File: src/rtl/fetch_unit.sv
// rtl/fetch_unit.sv - instruction fetch stage: PC walker, request port, instruction FIFO, redirect/halt.
module fetch_unit #(
  parameter int         DATA_WIDTH  = 16,
  parameter int         ADDR_WIDTH  = 8,
  parameter int         FIFO_DEPTH  = 4,
  parameter logic [3:0] HALT_OPCODE = 4'hF
) (
  input  logic                  clk,
  input  logic                  rst_n,
  input  logic                  start,
  input  logic [ADDR_WIDTH-1:0] start_pc,
  output logic                  mem_req_valid,
  output logic [ADDR_WIDTH-1:0] mem_req_addr,
  input  logic                  mem_req_ready,
  input  logic                  mem_resp_valid,
  input  logic [DATA_WIDTH-1:0] mem_resp_data,
  input  logic                  redirect_valid,
  input  logic [ADDR_WIDTH-1:0] redirect_pc,
  output logic                  instr_valid,
  output logic [DATA_WIDTH-1:0] instr,
  output logic [ADDR_WIDTH-1:0] instr_pc,
  input  logic                  instr_ready,
  output logic                  done
);

  localparam int PW = $clog2(FIFO_DEPTH);
  localparam int CW = PW + 1;

  typedef enum logic [2:0] {IDLE, REQ, WAIT, FULL, HALTED} state_t;

  state_t                state;
  logic [ADDR_WIDTH-1:0] pc;
  logic                  discard;
  logic [DATA_WIDTH-1:0] fifo_data [FIFO_DEPTH];
  logic [ADDR_WIDTH-1:0] fifo_pc   [FIFO_DEPTH];
  logic [PW-1:0]         rd_ptr;
  logic [PW-1:0]         wr_ptr;
  logic [CW-1:0]         count;

  logic          flush;
  logic          req_fire;
  logic          push;
  logic          pop;
  logic          resp_halt;
  logic          start_ok;
  logic          outstanding_after;
  logic [CW-1:0] count_after;

  // While a dropped response is still in flight the request port stays quiet.
  assign mem_req_valid = (state == REQ) && !discard;
  assign mem_req_addr  = pc;
  assign instr_valid   = (count != '0);
  assign instr         = fifo_data[rd_ptr];
  assign instr_pc      = fifo_pc[rd_ptr];

  assign flush     = redirect_valid && (state != IDLE);
  assign req_fire  = mem_req_valid && mem_req_ready;
  assign push      = (state == WAIT) && mem_resp_valid && !flush;
  assign pop       = instr_valid && instr_ready && !flush;
  assign resp_halt = (mem_resp_data[DATA_WIDTH-1:DATA_WIDTH-4] == HALT_OPCODE);
  assign start_ok  = start && ((state == IDLE) || (state == HALTED));

  // A response is still owed after this edge if one was just requested or one is pending and not arriving now.
  assign outstanding_after = req_fire || (((state == WAIT) || discard) && !mem_resp_valid);

  always_comb begin
    count_after = count + CW'(push) - CW'(pop);
  end

  always_ff @(posedge clk or negedge rst_n) begin
    if (!rst_n) begin
      state   <= IDLE;
      pc      <= '0;
      discard <= 1'b0;
      done    <= 1'b0;
      rd_ptr  <= '0;
      wr_ptr  <= '0;
      count   <= '0;
      for (int i = 0; i < FIFO_DEPTH; i++) begin
        fifo_data[i] <= '0;
        fifo_pc[i]   <= '0;
      end
    end else begin
      if (push) begin
        fifo_data[wr_ptr] <= mem_resp_data;
        fifo_pc[wr_ptr]   <= pc - ADDR_WIDTH'(1);
        wr_ptr            <= wr_ptr + PW'(1);
      end
      if (pop) begin
        rd_ptr <= rd_ptr + PW'(1);
        if (instr[DATA_WIDTH-1:DATA_WIDTH-4] == HALT_OPCODE) done <= 1'b1;
      end
      count <= count_after;
      if (discard && mem_resp_valid) discard <= 1'b0;

      if (flush) begin
        state   <= REQ;
        pc      <= redirect_pc;
        done    <= 1'b0;
        discard <= outstanding_after;
        rd_ptr  <= '0;
        wr_ptr  <= '0;
        count   <= '0;
      end else if (start_ok) begin
        state  <= REQ;
        pc     <= start_pc;
        done   <= 1'b0;
        rd_ptr <= '0;
        wr_ptr <= '0;
        count  <= '0;
      end else begin
        case (state)
          REQ: if (req_fire) begin
            pc    <= pc + ADDR_WIDTH'(1);
            state <= WAIT;
          end
          WAIT: if (mem_resp_valid) begin
            if (resp_halt)                          state <= HALTED;
            else if (count_after < CW'(FIFO_DEPTH)) state <= REQ;
            else                                    state <= FULL;
          end
          FULL: if (pop) state <= REQ;
          default: ;
        endcase
      end
    end
  end

endmodule

File: config.mk
export PLATFORM = sky130hd
export DESIGN_NAME = fetch_unit
export DESIGN_NICKNAME = d
export VERILOG_FILES = /design/src/rtl/fetch_unit.sv
export SDC_FILE = /design/constraint.sdc
export NUM_CORES = 1
export LEC_CHECK = 0
export BUFFER_PORTS_ARGS = -buffer_cell sky130_fd_sc_hd__buf_2
export CORE_MARGIN = 2
export CORE_UTILIZATION = 50
export DETAILED_ROUTE_END_ITERATION = 12
export PLACE_DENSITY = 0.71
export RECOVER_POWER = 100
export SYNTH_ARGS = -nofsm -noshare
export SYNTH_HDL_FRONTEND = slang
export SYNTH_SLANG_ARGS = --single-unit
File: constraint.sdc
create_clock -name clk -period 3.19 [get_ports clk]
set_input_delay 0.319 -clock clk [delete_from_list [all_inputs] [get_ports clk]]
set_output_delay 0.319 -clock clk [all_outputs]
set_load 0.03 [all_outputs]
==> metrics.md <==
| Metric | Value |
|---|---|
| # H-tree levels | `4` |
| Synth area leaders | `dfrtp_1 (52%), mux2_2 (13%), mux4_2 (9.7%), nand2_1 (3.7%), o21ai_0 (3.3%)` |
| Area growth syn-to-layout | `18.6%` |
| IO Pins | `74` |
| Crit Path Class | `reg -> reg` |
| Worst hold margin | `0.0266 ns` |
| Crit path largest cell delay | `0.50 ns` |
| Lkg Pwr | `3.10 nW` |
| Commonest cells in the synthesized netlist | `dfrtp_1 (116), mux2_2 (66), nand2_1 (55), o21ai_0 (37), mux4_2 (24)` |
| All-Layer GR Usage | `21.7%` |
| Fmax | `337 MHz` |
| CP Buf/Inv Count | `2` |
| Clk sink count | `116` |
| Antenna Cells | `0` |
| Syn Nets | `494` |
| HPWL after detailed placement | `7750 um` |
| Layout cells sized above 1 | `34.1%` |
| Final hold viol count | `0` |
| Setup crit start kind | `flip-flop` |
| Largest delay share family, worst path | `adder cells` |
| Core Box Area | `10800 um2` |
| Setup TNS | `0 ns` |
| Starting density of the core | `51.2%` |
| Critical Path RT | `3.64 ns` |
| Iter 0 DRT Violations | `183` |
| Initial antenna violation count | `0` |
| Post-synth top area share | `52.3%` |
| Slowest CP cell | `o31a_2` |
| Worst-Skew Late Latency | `0.51 ns` |
| Die Width | `109 um` |
| Crit path cell chain | `o31a_2 > nor2_1 > ha_1 > inv_1 > ha_1 > inv_1 > fa_1 > xnor3_1 > or3_1 > a21oi_1 > mux2_2` |
| Input/output buffers | `73` |
| Grt ovf | `0` |
| Gpl congestion | `0.830` |
| Final ANT Viol Nets | `0` |
| Post-synth ARST share | `100%` |
| Max Cap Viol | `4` |
| Synth warn | `0` |
| Number of cells on the worst hold path | `2` |
| Top cell type by total area after synthesis | `dfrtp_1` |
| Worst slew pin tran | `1.79 ns` |
| Most common cell in the netlist | `dfrtp_1` |
| Wire per inst | `17.6 um` |
| EDFF count, synth | `0` |
| VDD IR max | `599 uV` |
| Fillcell total | `865` |
| Dpl cell area | `6030 um2` |
| Synth unique cells | `47` |
| Setup Buffers After CTS | `0` |
| Crit path max fanout | `13` |
| Number of remaining DRC errors | `0` |
| Routed WL | `11800 um` |
| Mean Syn Cell Area | `12.5 um2` |
| FP Rows | `38` |
| Status | `complete, but fails checks` |
| Root Buffer | `clkbuf_8` |
| CTS tree | `built` |
| Die height | `109 um` |
| Vias/cell | `5.64` |
| Max Slew Vio Count | `161` |
| Primary FF master, synth | `dfrtp_1` |
| Inserted Clock Buffers | `17` |
| Pwr/cell area | `898 nW/um2` |
| Clock Skew | `0.00621 ns` |
| Cell area after synthesis | `5560 um2` |
| Max-slew headroom | `-19.1%` |
| Setup Viol. Count Final | `0` |
| Full die area | `12000 um2` |
| CTS Buffer Depth | `2` |
| Register area share after synthesis | `52.3%` |
| Period utilisation layout | `93.1%` |
| Worst Reg-to-Reg Cells | `11` |
| Drt pass-1 iters | `5` |
| Fin nets | `566` |
| Minimum clock period | `2.97 ns` |
| Total power | `5.92 mW` |
| Setup WS pre-CTS | `0.270 ns` |
| Hold Path Class | `in -> reg` |
| #FFs+latches synth | `116` |
| Final worst setup slack | `0.221 ns` |
| Worst-path clk slew | `0.06 ns` |
| Vias in the first global route | `3999` |
| Failing checks | `capacitance limit, slew limit` |
| Design area | `6590 um2` |
| Synth Instances | `446` |
| Largest net degree at the start of global routing | `62` |
| RSZ-0062 raised after global routing | `false` |
| WP data arrival | `3.42 ns` |
| DR vias | `3785` |
| First-pass GRT wire length | `19600 um` |
| Critical path depth | `11` |
| Worst Setup End Kind | `flip-flop` |
path summary, 6_finish.rpt:
kind	slack [ns]	start	end
max	0.22	state[0]	state[1]
min reg2reg	0.48	fifo_pc[13]	fifo_pc[13]
max reg2reg	0.22	state[0]	state[1]
min	0.03	mem_resp_valid	discard
max in group asynchronous	1.04	rst_n	fifo_pc[23]
min in group asynchronous	0.72	rst_n	fifo_data[26]
metrics by stage:
| step | utilization (%) | std cells |
|---|---|---|
| 2_1_floorplan | - | 446 |
| 3_3_place_gp | 55.6 | 638 |
| 3_5_place_dp | 55.6 | 638 |
| 4_1_cts | 61.4 | 671 |
| 5_1_grt | 60.8 | 671 |
| 6_report | 60.8 | 671 |
placed cells by master (no fill, tap or decap), types with 2 or more instances in the layout:
master     count
dfrtp_1      116
mux2_2        66
nand2_1       55
buf_2         39
o21ai_0       37
clkbuf_1      29
mux4_2        24
clkbuf_16     16
clkbuf_2      15
nor2_1        14
nand3_1       10
inv_1          9
a21oi_1        9
ha_1           8
xnor2_1        7
nand3b_1       6
nor3_1         5
xor2_1         4
bufinv_16      4
and3_1         3
or3b_1         3
o211ai_1       3
nand4_1        3
or4_1          3
nor4_1         3
a31oi_1        3
clkinv_2       3
buf_4          3
or3_1          2
nand2b_1       2
nor3b_1        2
o22a_1         2
clkbuf_8       2
inv_6          2
clkinv_4       2
cell type report:
cell class                 count  area [um2]  area share [%]
tap                          140         175            2.66
timing repair buffer          85         404            6.14
sequential                   116        2900            44.1
clock inverter                12         178            2.70
multi-input combinational    289        2460            37.3
clock buffer                  20         435            6.61
inverter                       9        33.8           0.513
sequential cells by signal (all words and copies together) (netlist names):
name	flops
state	3
fifo_pc	32
wr_ptr	2
mem_req_addr	8
fifo_data	64
count	3
rd_ptr	2
discard	1
done	1
cells by family (layout without fill, tap and decap cells):
kind of cell               Yosys count  count (layout)  synth area share, %
adders and majority gates            9               9                 2.16
muxes                               91              91                 23.3
AOI/OAI and AO/OA                   61              61                 6.26
and+or+nand+nor                    116             116                 10.4
xor gates and xnor gates            12              12                 2.14
buffers and inverters               41             126                 3.47
DFF                                116             116                 52.3
per-layer routing:
layer	routed length, um	track usage [%]	part of all wire, %
met1	5340	29.0	45
met5	0	0	0
met2	5730	34.8	49
met4	116	6.78	0.98
met3	612	5.87	5.2
timing repair:
action                     CTS  global route
setup endpoints to repair    0             0
hold buffers                 1             0
resized for setup            0             0
hold endpoints to repair    59             0
power by group:
group          switching [mW]  internal, mW
registers               0.310          1.73
logic                    1.16         0.772
clock network           0.657          1.29
Power figures use the tool's default switching activity.
